[config.mk]
export PLATFORM = sky130hd
export DESIGN_NAME = imem_loader
export DESIGN_NICKNAME = d
export VERILOG_FILES = /design/src/rtl/imem_pkg.sv /design/src/rtl/imem_loader_byte_packer.sv /design/src/rtl/imem_loader.sv
export SDC_FILE = /design/constraint.sdc
export NUM_CORES = 1
export LEC_CHECK = 0
export CORE_ASPECT_RATIO = 1.75
export CORE_UTILIZATION = 45
export CTS_CLUSTER_DIAMETER = 200
export DETAILED_ROUTE_END_ITERATION = 6
export PLACE_DENSITY = 0.81
export SETUP_SLACK_MARGIN = 0.4
export SYNTH_ARGS = -nofsm -noshare
export SYNTH_HDL_FRONTEND = slang
export SYNTH_SLANG_ARGS = --single-unit
[constraint.sdc]
create_clock -name clk_i -period 2.9 [get_ports clk_i]
set_input_delay 0.29 -clock clk_i [delete_from_list [all_inputs] [get_ports clk_i]]
set_output_delay 0.29 -clock clk_i [all_outputs]
set_load 0.01 [all_outputs]
[src/rtl/imem_pkg.sv]
`default_nettype none
// ============================================================================
// Module      : imem_pkg
// Description : Shared types and constants for the instruction-memory boot
//               loader. Holds the loader FSM state encoding, the default
//               memory depth, the instruction width and the terminator word.
// Revision    : 1.0 - initial release
// ============================================================================
package imem_pkg;

    localparam int          IMEM_DEPTH = 32;
    localparam int          INSTR_W    = 32;
    localparam logic [31:0] TERMINATOR = 32'd0;

    typedef enum logic [2:0] {
        IDLE  = 3'd0,
        RECV  = 3'd1,
        WRITE = 3'd2,
        DONE  = 3'd3,
        ERR   = 3'd4
    } state_e;

endpackage : imem_pkg
`default_nettype wire

[src/rtl/imem_loader_byte_packer.sv]
`default_nettype none
// ============================================================================
// Module      : byte_packer
// Description : 8-to-32 bit MSB-first shift register with a 2-bit byte count.
//               The first pushed byte ends up in [31:24], the fourth in [7:0].
//               The count wraps 3 -> 0, so a new word starts automatically.
// Ports       : clk_i   - clock (rising edge)
//               rst_i   - synchronous active-high reset
//               clr_i   - discard the partial word and zero the count
//               push_i  - shift data_i in this cycle
//               data_i  - byte to shift in
//               word_o  - assembled word (registered)
//               full_o  - three bytes held: the next push completes a word
// Revision    : 1.0 - initial release
// ============================================================================
module byte_packer
    import imem_pkg::*;
(
    input  logic               clk_i,
    input  logic               rst_i,
    input  logic               clr_i,
    input  logic               push_i,
    input  logic [7:0]         data_i,
    output logic [INSTR_W-1:0] word_o,
    output logic               full_o
);

    logic [INSTR_W-1:0] word_q, word_d;
    logic [1:0]         cnt_q,  cnt_d;

    always_comb begin
        word_d = word_q;
        cnt_d  = cnt_q;
        if (clr_i) begin
            word_d = '0;
            cnt_d  = 2'd0;
        end else if (push_i) begin
            word_d = {word_q[INSTR_W-9:0], data_i};
            cnt_d  = cnt_q + 2'd1;
        end
    end

    always_ff @(posedge clk_i) begin
        if (rst_i) begin
            word_q <= '0;
            cnt_q  <= 2'd0;
        end else begin
            word_q <= word_d;
            cnt_q  <= cnt_d;
        end
    end

    assign word_o = word_q;
    assign full_o = (cnt_q == 2'd3);

endmodule : byte_packer
`default_nettype wire

[src/rtl/imem_loader.sv]
`default_nettype none
// ============================================================================
// Module      : imem_loader
// Description : Boot-time writer for the CPU instruction memory. Packs a
//               valid/ready byte stream MSB-first into 32-bit words, writes
//               them to consecutive word addresses and holds the CPU in reset
//               until an all-zero terminator word has been stored. Filling
//               the whole memory without a terminator ends in an error state.
// Ports       : clk_i, rst_i        - clock, synchronous active-high reset
//               start_i             - one-cycle pulse starting a load
//               byte_valid_i/_data_i/byte_ready_o - byte stream handshake
//               mem_we_o/_addr_o/_wdata_o         - imem write port
//               cpu_rst_n_o         - active-low CPU reset (high once done)
//               done_o, err_o       - load status
//               word_count_o        - words written incl. terminator
//               checksum_o          - XOR of written words
// Options     : IMEM_LOADER_CHECKSUM_EN - builds the checksum accumulator;
//               when undefined checksum_o is tied to zero.
// Revision    : 1.0 - initial release
// ============================================================================
module imem_loader
    import imem_pkg::*;
#(
    parameter int DEPTH = IMEM_DEPTH,
    parameter int AW    = $clog2(DEPTH)
) (
    input  logic               clk_i,
    input  logic               rst_i,
    input  logic               start_i,
    input  logic               byte_valid_i,
    input  logic [7:0]         byte_data_i,
    output logic               byte_ready_o,
    output logic               mem_we_o,
    output logic [AW-1:0]      mem_addr_o,
    output logic [INSTR_W-1:0] mem_wdata_o,
    output logic               cpu_rst_n_o,
    output logic               done_o,
    output logic               err_o,
    output logic [AW:0]        word_count_o,
    output logic [INSTR_W-1:0] checksum_o
);

    localparam logic [AW-1:0] LAST_ADDR = AW'(DEPTH - 1);

    state_e             state_q, state_d;
    logic [AW-1:0]      addr_q, addr_d;
    logic [AW:0]        word_count_q, word_count_d;
    logic               byte_ready_q, byte_ready_d;
    logic               mem_we_q, mem_we_d;
    logic               done_q, done_d;
    logic               err_q, err_d;
    logic               cpu_rst_n_q, cpu_rst_n_d;

    logic               load_start;
    logic               push;
    logic               pack_full;
    logic [INSTR_W-1:0] pack_word;

    // A load may only be (re)started from a resting state; start_i is
    // ignored while bytes are being collected or a word is being written.
    assign load_start = start_i && (state_q == IDLE || state_q == DONE || state_q == ERR);
    assign push       = byte_valid_i && byte_ready_q;

    byte_packer u_packer (
        .clk_i  (clk_i),
        .rst_i  (rst_i),
        .clr_i  (load_start),
        .push_i (push),
        .data_i (byte_data_i),
        .word_o (pack_word),
        .full_o (pack_full)
    );

    always_comb begin
        state_d      = state_q;
        addr_d       = addr_q;
        word_count_d = word_count_q;
        case (state_q)
            IDLE, DONE, ERR: begin
                if (load_start) begin
                    state_d      = RECV;
                    addr_d       = '0;
                    word_count_d = '0;
                end
            end
            RECV: begin
                if (push && pack_full) begin
                    state_d = WRITE;
                end
            end
            WRITE: begin
                word_count_d = word_count_q + (AW+1)'(1);
                if (pack_word == TERMINATOR) begin
                    state_d = DONE;
                end else if (addr_q == LAST_ADDR) begin
                    state_d = ERR;
                end else begin
                    addr_d  = addr_q + AW'(1);
                    state_d = RECV;
                end
            end
            default: begin
                state_d = IDLE;
            end
        endcase

        // Status outputs are decoded from the next state so they are
        // registered and line up with the state they describe.
        byte_ready_d = (state_d == RECV);
        mem_we_d     = (state_d == WRITE);
        done_d       = (state_d == DONE);
        err_d        = (state_d == ERR);
        cpu_rst_n_d  = (state_d == DONE);
    end

    always_ff @(posedge clk_i) begin
        if (rst_i) begin
            state_q      <= IDLE;
            addr_q       <= '0;
            word_count_q <= '0;
            byte_ready_q <= 1'b0;
            mem_we_q     <= 1'b0;
            done_q       <= 1'b0;
            err_q        <= 1'b0;
            cpu_rst_n_q  <= 1'b0;
        end else begin
            state_q      <= state_d;
            addr_q       <= addr_d;
            word_count_q <= word_count_d;
            byte_ready_q <= byte_ready_d;
            mem_we_q     <= mem_we_d;
            done_q       <= done_d;
            err_q        <= err_d;
            cpu_rst_n_q  <= cpu_rst_n_d;
        end
    end

`ifdef IMEM_LOADER_CHECKSUM_EN
    logic [INSTR_W-1:0] checksum_q, checksum_d;

    // Folds in the word on the edge that closes its write cycle, the same
    // edge that bumps word_count.
    always_comb begin
        checksum_d = checksum_q;
        if (load_start) begin
            checksum_d = '0;
        end else if (state_q == WRITE) begin
            checksum_d = checksum_q ^ pack_word;
        end
    end

    always_ff @(posedge clk_i) begin
        if (rst_i) begin
            checksum_q <= '0;
        end else begin
            checksum_q <= checksum_d;
        end
    end

    assign checksum_o = checksum_q;
`else
    assign checksum_o = '0;
`endif

    assign byte_ready_o = byte_ready_q;
    assign mem_we_o     = mem_we_q;
    assign mem_addr_o   = addr_q;
    assign mem_wdata_o  = pack_word;
    assign cpu_rst_n_o  = cpu_rst_n_q;
    assign done_o       = done_q;
    assign err_o        = err_q;
    assign word_count_o = word_count_q;

endmodule : imem_loader
`default_nettype wire

==> reports/results.env <==
GR-MAX-USAGE-LAYER='met2'
NUM-NETS-FINAL=360
ASYNCSETRESETFLOPFRACSYNTH_PCT=0
SYNTH_MOST_COMMON_CELL='sky130_fd_sc_hd__nand2_1'
SYN-MEAN-INSTANCE-AREA_UM2=8.42
FAILED_CHECKS='DRC'
TIMING.CRITICAL_PATH.REQUIRED_PS=3130
REGTOREGENDPOINT='mem_addr_o[3]'
REG2REGPATHDEPTH=8
FIRST_GLOBAL_VIAS=1886
FFS_LATCHES_SYNTH=52
DR.FIRST_ITER.DRC_COUNT=80
SYNTH.YOSYS.SEQ_AREA_SHARE_PCT=42.4
INITIAL_ANTENNA_VIOLATION_COUNT=0
NUM_VIAS=2045
R2R_SETUP_SLACK_PS=860
WORST_PIN_SLEW_PS=665
FIN_CRIT_PS=2040
ANTENNA_LEFT=0
SYNTH-EDFF-COUNT=0
CTS-RESIZED-GATES=0
WORST_SETUP_PATH_END_KIND='flop'
POSTSYNTHCELLCOUNT=292
HOLD_PATH_DEPTH=2
CELLPOWERDENSITY_mW_PER_MM2=450
CTS_ROOT_BUFFER='sky130_fd_sc_hd__clkbuf_8'
OUTCOME='complete, but fails checks'
ROUTE.DETAILED.WL_PER_INST_UM=12.7
DRT-VIAS-PER-INSTANCE=5.11
YOSYS.CELL_TYPES.COUNT=39
CLOCK_INSERTION_DELAY_WORST_SKEW_PS=300
CRITPATHLAUNCH='mem_addr_o[0]'
FINALHOLDVIOLCOUNT=0
GRT_OVERFLOW=0
FINALCRITPERIODSHARE_PCT=70.4
CRITICALPATHCATEGORY='flop to flop'
POST-CTS-SETUP-BUFFERS=0
DIEHEIGHT_UM=99.8
SYNTH-MAIN-FF-CELL='sky130_fd_sc_hd__dfxtp_1'
FINALSETUPVIOLCOUNT=0
DRC=7
DRTPASS1ITERATIONS=6
MAXIMUM_NET_FANOUT_ON_THE_CRITICAL_PATH=5
CTS_BUFFER_DEPTH=2
NUMBER_OF_DIODES_ADDED_FOR_ANTENNA_FIXING=0
R2R-START='mem_addr_o[0]'
GLOBALROUTEMET3UTIL_PCT=5.07
HPWL_UM=3610
DPL-INSTANCE-AREA_MM2=0.00293
DETAIL_ROUTE.WIRELENGTH_UM=5090
CLOCK-SINKS=52
POST_SYNTH_TOP_AREA_CELL='sky130_fd_sc_hd__dfxtp_1'
CELLLEAKAGEPOWER_nW=1.08
CP-START-KIND='flop'
AREA.GROWTH.SYNTH_TO_FINAL_PCT=24.1
CORE_AREA_MM2=0.00526
CTSHTREEMAXLEVEL=2
TRACK_USAGE_PCT=18.7
LAYOUT-DRIVE-GT1-SHARE_PCT=8.99
MAX_SLEW_MARGIN_PCT=55.6
MET2_TRACK_DEMAND_OVER_RESOURCE_IN_GLOBAL_ROUTING_PCT=31.0
IO_BUFFER_COUNT=59
GRT_FIRST_PASS_WIRELENGTH_UM=8590
FINAL_MAX_SLEW_VIOL_COUNT=0
TIMING.CRITICAL_PATH.TO='mem_addr_o[3]'
ROUTABILITYCONGESTION=0.784
CHIPWIDTH_UM=57.9
SYNTH_TOP_CELLS_BY_COUNT='69 x sky130_fd_sc_hd__nand2_1, 52 x sky130_fd_sc_hd__dfxtp_1, 41 x sky130_fd_sc_hd__a21oi_1'
YOSYS-TOP-CELLS-AREA='sky130_fd_sc_hd__dfxtp_1 42%, sky130_fd_sc_hd__nand2_1 11%, sky130_fd_sc_hd__buf_4 10%'
VDD_IR_DROP_MAX_mV=0.306
CTS-HOLD-FIX-BUFFERS=0
MET1_USAGE_PCT=21.6
TIMING.HOLD.WORST.CLASS='flop to flop'
START_UTIL_PCT=46.8
CRITPATHARRIVALTIME_PS=2270
LAYOUT.CELL_AREA.NON_FILLER_MM2=0.00305
SYNTH.CELL_AREA_MM2=0.00246
MAXIMUM_NUMBER_OF_PINS_ON_ONE_NET_BEFORE_GLOBAL_ROUTE_REPAIR=37
YOSYSWARNINGS=0
FMAX_MHz=490
BOUNDARYPINS=92
NUM_ROWS=35
RSZ0062_AT_GRT='false'
TRITONCTS='yes'
CAP_VIOLATIONS=0
WORST_SETUP_HOLD_PATH_CLK_SLEW_PS=90
FINAL.SETUP.TNS_PS=0
SYNTHDOMINANTCELLAREASHARE_PCT=42.4
DIE_AREA_MM2=0.00577
FINAL.SETUP_SKEW_PS=10.1
CTS-BUFFERS-INSERTED=5
==> logic make-up (layout without fill, tap and decap cells) <==
| family | count (synthesis) | after routing | synth area share, % |
|---|---|---|---|
| other | 1 | 32 | 0.153 |
| multiplexers | 1 | 1 | 0.407 |
| XOR/XNOR | 2 | 2 | 0.713 |
| AND/OR/NAND/NOR | 121 | 121 | 25.5 |
| buffers and inverters | 50 | 72 | 13.7 |
| AO/OA/AOI/OAI | 61 | 61 | 15.1 |
| flip-flops | 52 | 52 | 42.4 |
| adder cells (fa/ha/maj) | 4 | 4 | 2.04 |
==> where the power goes <==
group | leakage (nW) | internal (mW) | switching (mW)
logic | 0.597 | 0.0456 | 0.0795
clock network | 0.0614 | 0.282 | 0.237
registers | 0.420 | 0.720 | 0.00807
total | 1.08 | 1.05 | 0.324
==> cell type report <==
type / instances / area (µm²)
fill: 491 / 2200
clock inverter: 2 / 38.8
timing repair buffer: 63 / 621
sequential: 52 / 1040
inverter: 1 / 3.75
tap: 55 / 68.8
clock buffer: 6 / 82.6
multi-input combinational: 221 / 1190
==> critical path, stage by stage, from the launching register on <==
cell and delay [ps]:
sky130_fd_sc_hd__dfxtp_1 370, sky130_fd_sc_hd__ha_1 240, sky130_fd_sc_hd__and3_1 190, sky130_fd_sc_hd__ha_1 220, sky130_fd_sc_hd__nand2b_1 80, sky130_fd_sc_hd__a41o_2 260
sky130_fd_sc_hd__o31ai_4 100, sky130_fd_sc_hd__or3_1 360, sky130_fd_sc_hd__a21oi_1 140
==> worst min-delay path by stage <==
stage | from | to | slack [ps]
global placement | u_packer.cnt_q[1] | u_packer.cnt_q[1] | 450
CTS | u_packer.cnt_q[1] | u_packer.cnt_q[1] | 470
detailed placement | u_packer.cnt_q[1] | u_packer.cnt_q[1] | 460
floorplan | byte_data_i[1] | u_packer.word_o[1] | 430
global route | word_count_o[5] | word_count_o[5] | 490
finish | u_packer.cnt_q[1] | u_packer.cnt_q[1] | 470
==> layout by cell type, fill, tap and decap left out, types with 2 or more instances in the layout <==
cell                              netlist  final
sky130_fd_sc_hd__clkbuf_8               0      6
sky130_fd_sc_hd__nand4_2                2      2
sky130_fd_sc_hd__clkdlybuf4s50_1        0     59
sky130_fd_sc_hd__a21oi_1               41     41
sky130_fd_sc_hd__buf_4                 33      4
sky130_fd_sc_hd__nor4_2                 8      8
sky130_fd_sc_hd__conb_1                 1     32
sky130_fd_sc_hd__nor3b_2                2      2
sky130_fd_sc_hd__nor3_1                 2      2
sky130_fd_sc_hd__dfxtp_1               52     52
sky130_fd_sc_hd__o21ai_0                5      5
sky130_fd_sc_hd__a31oi_1                3      3
sky130_fd_sc_hd__nand3b_1               5      5
sky130_fd_sc_hd__nand2_1               69     69
sky130_fd_sc_hd__or3_1                  2      2
sky130_fd_sc_hd__ha_1                   4      4
sky130_fd_sc_hd__a22oi_1                2      2
sky130_fd_sc_hd__nand3_1                4      4
sky130_fd_sc_hd__nand2b_1               5      5
sky130_fd_sc_hd__a21o_1                 3      3
sky130_fd_sc_hd__and3_1                 2      2
sky130_fd_sc_hd__nor2_1                15     15
==> flip-flops by register name, indices dropped and copies added, names as in the netlist <==
signal           count
u_packer.word_o     32
mem_we_o             1
err_o                1
word_count_o         6
state_q              3
u_packer.cnt_q       2
mem_addr_o           5
cpu_rst_n_o          1
byte_ready_o         1
==> per-stage QoR <==
step	total power [mW]	cells	hold slack (ps)	worst slack, ps	utilization [%]
global placement	0.866	392	446	956	55.7
CTS	1.38	400	473	854	58.0
finish	1.37	400	470	858	58.0
detailed placement	0.869	392	460	873	55.7
floorplan	0.862	323	426	1020	-
global route	1.42	400	490	725	58.0
==> routing by layer <==
layer  routed length, µm  up-vias
met1                1970      915
met3                 349       19
li1                    -     1022
met2                2590       89
met4                 181        0
met5                   0        -
Note: power is estimated with default switching activity, not from simulation.
